<file path="src/rtl/f1_pkg.sv">
// F1 start-light controller: shared types and constants.
// States, light patterns and LFSR feedback mask.
package f1_pkg;

  typedef enum logic [2:0] {
    IDLE,
    LIGHTING,
    HOLD,
    GO,
    RESULT,
    FAULT
  } f1_state_e;

  localparam logic [7:0] LIGHTS_OFF   = 8'h00;
  localparam logic [7:0] LIGHTS_ALL   = 8'hFF;
  localparam logic [7:0] LIGHTS_FAULT = 8'h55;
  localparam logic [7:0] LIGHTS_LAST  = 8'h7F;

  // x^16 + x^14 + x^13 + x^11, right-shifting Galois form
  localparam logic [15:0] LFSR_TAPS = 16'hB400;

endpackage

</file>
<file path="src/rtl/f1_lfsr.sv">
// 16-bit Galois LFSR used as the random hold-delay source.
// Advances on every enabled cycle, reloads SEED on reset.
module f1_lfsr
  import f1_pkg::*;
#(
  parameter logic [15:0] SEED = 16'hACE1
) (
  input  logic        clk,
  input  logic        rst,
  input  logic        en,
  output logic [15:0] q
);

  logic [15:0] lfsr_q;
  logic [15:0] lfsr_d;

  // Shift right, fold the tap mask in when a one drops out
  always_comb begin
    lfsr_d = {1'b0, lfsr_q[15:1]};
    if (lfsr_q[0]) lfsr_d = lfsr_d ^ LFSR_TAPS;
  end

  // State register with synchronous active-low reset
  always_ff @(posedge clk) begin
    if (!rst)    lfsr_q <= SEED;
    else if (en) lfsr_q <= lfsr_d;
  end

  assign q = lfsr_q;

endmodule

</file>
<file path="src/rtl/f1_start_ctrl.sv">
// F1 start-light sequencer with jump-start detection
// and saturating reaction-time measurement.
module f1_start_ctrl
  import f1_pkg::*;
#(
  parameter int          TICK_DIV    = 24,
  parameter int          DELAY_W     = 5,
  parameter int          REACT_W     = 16,
  parameter logic [15:0] LFSR_SEED   = 16'hACE1,
  parameter int          FIXED_DELAY = 0
) (
  input  logic               clk,
  input  logic               rst,
  input  logic               en,
  input  logic               trigger,
  output logic [7:0]         lights,
  output logic               cmd_seq,
  output logic               cmd_delay,
  output logic               lights_out,
  output logic               react_valid,
  output logic [REACT_W-1:0] react_time,
  output logic               jump_start
);

  localparam int PW = $clog2(TICK_DIV);
  localparam logic [PW-1:0] PMAX = PW'(TICK_DIV - 1);
  localparam logic [REACT_W-1:0] RMAX = '1;
  localparam logic [DELAY_W-1:0] DFIX = DELAY_W'(FIXED_DELAY);
  localparam logic [DELAY_W-1:0] DONE = DELAY_W'(1);

  f1_state_e          state_q, state_d;
  logic [PW-1:0]      presc_q, presc_d;
  logic [DELAY_W-1:0] dly_q, dly_d;
  logic [DELAY_W-1:0] dly_raw, dly_load;
  logic [REACT_W-1:0] rcnt_q, rcnt_d;
  logic [REACT_W-1:0] rtime_q, rtime_d;
  logic [7:0]         lights_q, lights_d;
  logic               seq_q, seq_d;
  logic               hold_q, hold_d;
  logic               lo_q, lo_d;
  logic               rv_q, rv_d;
  logic               js_q, js_d;
  logic               trig_q;
  logic               trig_rise;
  logic               tick;
  logic [15:0]        lfsr;
  logic               unused_lfsr;

  f1_lfsr #(
    .SEED (LFSR_SEED)
  ) u_lfsr (
    .clk (clk),
    .rst (rst),
    .en  (en),
    .q   (lfsr)
  );

  assign unused_lfsr = ^lfsr;
  assign trig_rise = trigger & ~trig_q;
  assign tick = en & (presc_q == PMAX);

  assign dly_raw  = (FIXED_DELAY != 0) ? DFIX
                                       : lfsr[DELAY_W-1:0];
  assign dly_load = (dly_raw == '0) ? DONE : dly_raw;

  // Button history runs even when frozen, so frozen presses are lost
  always_ff @(posedge clk) begin
    if (!rst) trig_q <= 1'b0;
    else      trig_q <= trigger;
  end

  // FSM state register
  always_ff @(posedge clk) begin
    if (!rst)    state_q <= IDLE;
    else if (en) state_q <= state_d;
  end

  // FSM next state: a press always beats a tick
  always_comb begin
    state_d = state_q;
    unique case (state_q)
      IDLE:
        if (trig_rise) state_d = LIGHTING;
      LIGHTING:
        if (trig_rise) state_d = FAULT;
        else if (tick && lights_q == LIGHTS_LAST)
          state_d = HOLD;
      HOLD:
        if (trig_rise) state_d = FAULT;
        else if (tick && dly_q == DONE)
          state_d = GO;
      GO:
        if (trig_rise || rcnt_q == RMAX)
          state_d = RESULT;
      RESULT:
        if (trig_rise) state_d = IDLE;
      FAULT:
        if (trig_rise) state_d = IDLE;
      default:
        state_d = IDLE;
    endcase
  end

  // FSM outputs and datapath next values
  always_comb begin
    presc_d = (presc_q == PMAX) ? '0 : presc_q + 1'b1;
    if (state_q == IDLE && state_d == LIGHTING)
      presc_d = '0;

    dly_d = dly_q;
    if (state_q == LIGHTING && state_d == HOLD)
      dly_d = dly_load;
    else if (state_q == HOLD && tick)
      dly_d = dly_q - DONE;

    rcnt_d = rcnt_q;
    if (state_q != GO && state_d == GO)
      rcnt_d = '0;
    else if (state_q == GO && rcnt_q != RMAX)
      rcnt_d = rcnt_q + 1'b1;

    rtime_d = rtime_q;
    if (state_q == GO && state_d == RESULT)
      rtime_d = rcnt_q;

    lights_d = LIGHTS_OFF;
    unique case (state_d)
      LIGHTING:
        if (state_q == IDLE) lights_d = 8'h01;
        else if (tick) lights_d = {lights_q[6:0], 1'b1};
        else lights_d = lights_q;
      HOLD:    lights_d = LIGHTS_ALL;
      FAULT:   lights_d = LIGHTS_FAULT;
      default: lights_d = LIGHTS_OFF;
    endcase

    seq_d  = (state_d == LIGHTING);
    hold_d = (state_d == HOLD);
    rv_d   = (state_d == RESULT);
    lo_d   = (state_d == GO) && (state_q != GO);
    js_d   = (state_d == FAULT) && (state_q != FAULT);
  end

  // Registered outputs, prescaler and counters; en low freezes all
  always_ff @(posedge clk) begin
    if (!rst) begin
      presc_q  <= '0;
      dly_q    <= '0;
      rcnt_q   <= '0;
      rtime_q  <= '0;
      lights_q <= LIGHTS_OFF;
      seq_q    <= 1'b0;
      hold_q   <= 1'b0;
      lo_q     <= 1'b0;
      rv_q     <= 1'b0;
      js_q     <= 1'b0;
    end else if (en) begin
      presc_q  <= presc_d;
      dly_q    <= dly_d;
      rcnt_q   <= rcnt_d;
      rtime_q  <= rtime_d;
      lights_q <= lights_d;
      seq_q    <= seq_d;
      hold_q   <= hold_d;
      lo_q     <= lo_d;
      rv_q     <= rv_d;
      js_q     <= js_d;
    end
  end

  assign lights      = lights_q;
  assign cmd_seq     = seq_q;
  assign cmd_delay   = hold_q;
  assign lights_out  = lo_q;
  assign react_valid = rv_q;
  assign react_time  = rtime_q;
  assign jump_start  = js_q;

endmodule

</file>
<file path="config.mk">
export PLATFORM = sky130hd
export DESIGN_NAME = f1_start_ctrl
export DESIGN_NICKNAME = d
export VERILOG_FILES = /design/src/rtl/f1_pkg.sv /design/src/rtl/f1_lfsr.sv /design/src/rtl/f1_start_ctrl.sv
export SDC_FILE = /design/constraint.sdc
export NUM_CORES = 1
export LEC_CHECK = 0
export CAP_MARGIN = 20
export CORE_MARGIN = 2
export CORE_UTILIZATION = 42
export DETAILED_ROUTE_END_ITERATION = 8
export DONT_BUFFER_PORTS = 1
export GPL_ROUTABILITY_DRIVEN = 0
export HOLD_SLACK_MARGIN = 0.02
export PLACE_DENSITY_LB_ADDON = 0.12
export RECOVER_POWER = 25
export SYNTH_ARGS = -nofsm -noshare
export SYNTH_HDL_FRONTEND = slang
export SYNTH_HIERARCHICAL = 1
export SYNTH_SLANG_ARGS = --single-unit
</file>
<file path="constraint.sdc">
create_clock -name clk -period 2.5 [get_ports clk]
set_input_delay 0.5 -clock clk [delete_from_list [all_inputs] [get_ports clk]]
set_output_delay 0.5 -clock clk [all_outputs]
set_load 0.02 [all_outputs]
</file>
==> flow_metrics.tcl, run 1 <==
set metrics [dict create \
    die_y_um 95.6 \
    maxCapViolCount 0 \
    power_w 0.00247 \
    dr_total_vias 2645 \
    clkLatencyLatePin_ps 350 \
    area.growth.synth_to_final_pct 10.9 \
    status "completed" \
    fmax_ghz 0.412 \
    grt_pass1_vias 2495 \
    tritoncts "done" \
    crit_path_end_kind "flop" \
    diodes 0 \
    power_density_nw_per_um2 633 \
    finalCritPeriodShare 0.971 \
    setup_violations 0 \
    synth_fp_nets 392 \
    path_clk_slew_ps 80 \
    netlist_instances 384 \
    gr-usage-met1 0.230 \
    gr-total-overflow 0 \
    grt_pass1_wl_um 12000 \
    io_buffers 0 \
    p_switching_w 0.000596 \
    cp-start-kind "flop" \
    period_needed_ps 2430 \
    p_sw_frac 0.241 \
    crit_required_ps 2790 \
    viasPerCell 5.29 \
    drt_iter0_drc 107 \
    skew_ps 5.95 \
    p_leak_nw 1.55 \
    drv_slew 0 \
    std_cell_rows 33 \
    first_pass_iters 4 \
    routed_wl_um 7160 \
    worst_hold_slack_ps 208 \
    finalHoldViolations 0 \
    worst_pin_slew_ps 585 \
    crit_type "flop to flop" \
    die_w_um 95.6 \
    cts_root_buffer "clkbuf_8" \
    use_met2 0.254 \
    seqPwrFrac 0.512 \
    route.detailed.drc 0 \
    comb_power_share 0.090 \
    rsz0062_at_grt "true" \
    cts-buffers-inserted 9 \
    worstPathMaxFanout 9 \
    setup_ws_ps 71.6 \
    fin_nets 398 \
    die-area_um2 9140 \
    hold_path.class "primary input to flop" \
    cts_sinks 75 \
    met3_usage 0.0514 \
    grt_busiest_layer "met2" \
    coreArea_um2 8180 \
    initial_core_util 0.431 \
    clockBufferDepth 2 \
    grt_max_degree 65 \
    final_common_cell "dfxtp_1" \
    p_clk_frac 0.398 \
    io_pins 33 \
    htree_levels 3 \
    ys_warn_count 6 \
    grt_use_total 0.168 \
    max_slew_margin 0.610 \
    peakVddDrop_v 0.000360 \
    antenna_found_initial 0 \
    fin_tns_setup_ps 0 \
    drive_gt1_frac 0.139 \
    intPower_w 0.00188 \
    syn-cell-area_um2 3520 \
    cts_hold_buf 0 \
    cp_data_arrival_time_ps 2720 \
    wl_per_cell_um 14.3 \
    post-dp-hpwl_um 4740 \
    most-common-layout-cells "dfxtp_1, nand2_1, mux2i_1" \
    ant_nets 0 \
    post-place-ws_ps 66.7 \
    avgSynthCellArea_um2 9.18 \
]
-- worst max-delay path: stages (launching register included) --
cell	delay (ps)
dfxtp_1	350
ha_1	200
nand3_1	110
or4_1	520
a222oi_1	540
o21bai_4	300
and3_1	220
o21a_1	130
-- timing repair --
item | 4_1_cts | 5_1_grt
hold endpoints to repair | 0 | 0
setup buffers | 0 | 0
endpoints found under the setup margin | 0 | 24
gates resized for setup | 0 | 4
-- routing by layer --
metal	wire [µm]	up-vias
li1	-	1355
met1	3630	1243
met2	3090	40
met3	340	7
met4	93	0
met5	0	-
-- power groups by stage --
stage | Sequential, W | Combinational, W | Clock, W
global route | 0.00127 | 0.000245 | 0.00106
detailed placement | 0.00129 | 0.000217 | 0
floorplan | 0.00131 | 0.000168 | 0
CTS | 0.00127 | 0.000218 | 0.00102
finish | 0.00127 | 0.000223 | 0.000985
global placement | 0.00129 | 0.000217 | 0
-- area by class of cell --
cell class / instances / area (µm²)
clock inverters: 4 / 47.5
repair buffers: 21 / 170
multi-input cells: 275 / 1860
well taps: 105 / 131
clock buffers: 12 / 165
fillers: 797 / 4270
flip-flops and latches: 75 / 1500
inverters: 8 / 30.0
-- flip-flops by register name, summed over array words and instances, names as in the netlist --
register     cells
lights_out       1
presc_q          5
dly_q            5
u_lfsr/q        16
rcnt_q          16
cmd_seq          1
react_time      16
trig_q           1
cmd_delay        1
lights           8
react_valid      1
state_q          3
jump_start       1
-- final timing paths --
| kind | start | cells after the start | slack [ps] | end |
|---|---|---|---|---|
| worst max-delay path | presc_q[0] | 7 | 70 | rcnt_q[7] |
| worst min-delay path | rst | 1 | 210 | u_lfsr/q[6] |
| worst max register to register | presc_q[0] | 7 | 70 | rcnt_q[7] |
| worst min register to register | u_lfsr/q[15] | 2 | 470 | u_lfsr/q[15] |
-- stage by stage --
stage / utilization / cells / cell area [µm²]
final: 0.478 / 500 / 3910
after global routing: 0.478 / 500 / 3910
after CTS: 0.476 / 500 / 3890
after detailed placement: 0.450 / 484 / 3680
after global placement: 0.450 / 484 / 3680
after floorplan: - / 384 / 3520
No activity file was read; power rests on OpenSTA's default activity.
==> run 2: changes to the inputs <==
--- a/config.mk
+++ b/config.mk
@@ -8,6 +8,7 @@
 export CAP_MARGIN = 20
 export CORE_MARGIN = 2
 export CORE_UTILIZATION = 42
+export CTS_CLUSTER_SIZE = 14
 export DETAILED_ROUTE_END_ITERATION = 8
 export DONT_BUFFER_PORTS = 1
 export GPL_ROUTABILITY_DRIVEN = 0
==> results of run 2 <==
No change in the layout: final DEF, timing and power equal those of run 1.
==> run 3: changes to the inputs <==
--- a/config.mk
+++ b/config.mk
@@ -6,6 +6,8 @@
 export NUM_CORES = 1
 export LEC_CHECK = 0
 export CAP_MARGIN = 20
+export CELL_PAD_IN_SITES_DETAIL_PLACEMENT = 0
+export CELL_PAD_IN_SITES_GLOBAL_PLACEMENT = 1
 export CORE_MARGIN = 2
 export CORE_UTILIZATION = 42
 export CTS_CLUSTER_SIZE = 14
==> constraint.sdc (replaced) <==
create_clock -name clk -period 2.8 [get_ports clk]
set_input_delay 0.56 -clock clk [delete_from_list [all_inputs] [get_ports clk]]
set_output_delay 0.56 -clock clk [all_outputs]
set_load 0.02 [all_outputs]
==> run 3 against run 2 <==
Final cell count down 2.8%. Sequential share of layout area up 1.2 points. Cell area down 3.0%. Worst hold slack better by 74 ps. Non-clock buffer count down 14. Global-route usage about the same. Total power down 9.8%. Combinational power down 35%. Core utilization down 1.4 points. First-iteration DRC count down 13%. Sequential power down 9%. Critical path type unchanged. Fmax down 2.9%.
==> flow_metrics.tcl, run 3 (synthesized netlist as in run 1, its figures left out) <==
set metrics [dict create \
    tritoncts "done" \
    fmax_ghz 0.400 \
    drv_slew 0 \
    post-dp-hpwl_um 4680 \
    die_y_um 95.6 \
    setup_violations 0 \
    ant_nets 0 \
    std_cell_rows 33 \
    crit_buf_inv 2 \
    dr_total_vias 2614 \
    path_clk_slew_ps 80 \
    cp-start-kind "flop" \
    diodes 0 \
    path_delay_family "simple AND/OR/NAND/NOR gates" \
    holdPathEnd "u_lfsr/q[6]" \
    post-place-ws_ps 303 \
    antenna_found_initial 0 \
    reg2reg_slack_ps 300 \
    grt_pass1_wl_um 11900 \
    crit_required_ps 3090 \
    crit_type "flop to flop" \
    worstPathMaxFanout 7 \
    hold_path_depth 1 \
    cp_data_arrival_time_ps 2790 \
    initial_core_util 0.431 \
    fin_nets 384 \
    cts_setup_buffers 0 \
    cts-buffers-inserted 9 \
    rsz0062_at_grt "false" \
    peakVddDrop_v 0.000306 \
    fillCellCount 807 \
    crit_path_end_kind "flop" \
    crit_top_cell "or4b_1" \
    grt_use_total 0.169 \
    wl_per_cell_um 14.6 \
    hold_path.class "primary input to flop" \
    clkLatencyLatePin_ps 350 \
    timing.rr.start "dly_q[1]" \
    setup_ws_ps 300 \
    cts_sinks 75 \
    skew_ps 8.84 \
    rr_worst_depth 9 \
    finalCritPeriodShare 0.893 \
    io_pins 33 \
    first_pass_iters 5 \
    area.growth.synth_to_final_pct 7.53 \
    grt_max_degree 65 \
    worstReg2RegEnd "lights[1]" \
    die_w_um 95.6 \
    final_common_cell "dfxtp_1" \
    io_buffers 0 \
    max_slew_margin 0.674 \
    p_leak_nw 1.47 \
    route.detailed.drc 0 \
    fin_tns_setup_ps 0 \
    min_from "rst" \
    power_density_nw_per_um2 589 \
    period_needed_ps 2500 \
    finalHoldViolations 0 \
    routed_wl_um 7080 \
    clockBufferDepth 2 \
    drt_iter0_drc 93 \
    most-common-layout-cells "dfxtp_1, nand2_1, mux2i_1" \
    cts_hold_buf 0 \
    drive_gt1_frac 0.0945 \
    htree_levels 3 \
    crit_chain "inv_1, ha_1, or4b_1, o31ai_1, a222oi_1, buf_4, or4b_1, nor3_2, o22a_1" \
    status "completed" \
    worst_pin_slew_ps 485 \
    cp_slowest_stage_delay_ps 650 \
    coreArea_um2 8180 \
    viasPerCell 5.38 \
    die-area_um2 9140 \
    maxCapViolCount 0 \
    gr-total-overflow 0 \
    crit_path_top_delay_cell "or4b_1" \
    grt_pass1_vias 2417 \
    cts_root_buffer "clkbuf_8" \
    cts-resized-gates 0 \
]
[run 3: changes by cell type in the layout (fill, tap and decap cells not counted), sizes merged]
cell	change
buf	-14
bufinv	+1
clkinvlp	-1
[run 3: how the worst max path moves through the flow]
stage | start | end | cells after the start
after floorplan | en | lights[6] | 7
after global routing | presc_q[0] | rcnt_q[14] | 8
after detailed placement | dly_q[1] | lights[5] | 9
after global placement | dly_q[1] | lights[1] | 9
after CTS | dly_q[1] | lights[1] | 9
final | dly_q[1] | lights[1] | 9
[run 3: area by class of cell]
type,instances,area [µm²],share of cell area
Sequential cell,75,1500,0.396
Inverter,8,30.0,0.00792
Tap cell,105,131,0.0347
Timing Repair Buffer,7,65.1,0.0172
Multi-Input combinational cell,275,1840,0.486
Clock buffer,12,145,0.0383
Clock inverter,4,73.8,0.0195
[run 3: layer usage]
layer  track usage  vias up  wire (µm)
li1              -     1332          -
met1         0.231     1238       3510
met2         0.251       37       3190
met3        0.0419        7        296
met5             0        -          0
met4        0.0750        0         88
[run 3: worst reg2reg max path, stage by stage (launching register included)]
cell and delay, ps:
dfxtp_1 330, inv_1 70, ha_1 130, or4b_1 450
o31ai_1 210, a222oi_1 100, buf_4 160, or4b_1 650
nor3_2 200, o22a_1 150
[run 3: where the power goes]
group	total [W]	switching (W)	internal, W
clock	0.000932	0.000404	0.000528
combinational	0.000146	0.0000737	0.0000719
sequential	0.00116	0.0000531	0.00110
[run 3: metrics by stage]
step	hold slack, ps	util	cells	power, W	instance area [µm²]
3_3_place_gp	452	0.437	470	0.00133	3570
6_report	282	0.464	486	0.00223	3790
3_5_place_dp	458	0.437	470	0.00133	3570
5_1_grt	253	0.464	486	0.00233	3790
4_1_cts	260	0.464	486	0.00226	3790
2_1_floorplan	438	-	384	0.00132	3520
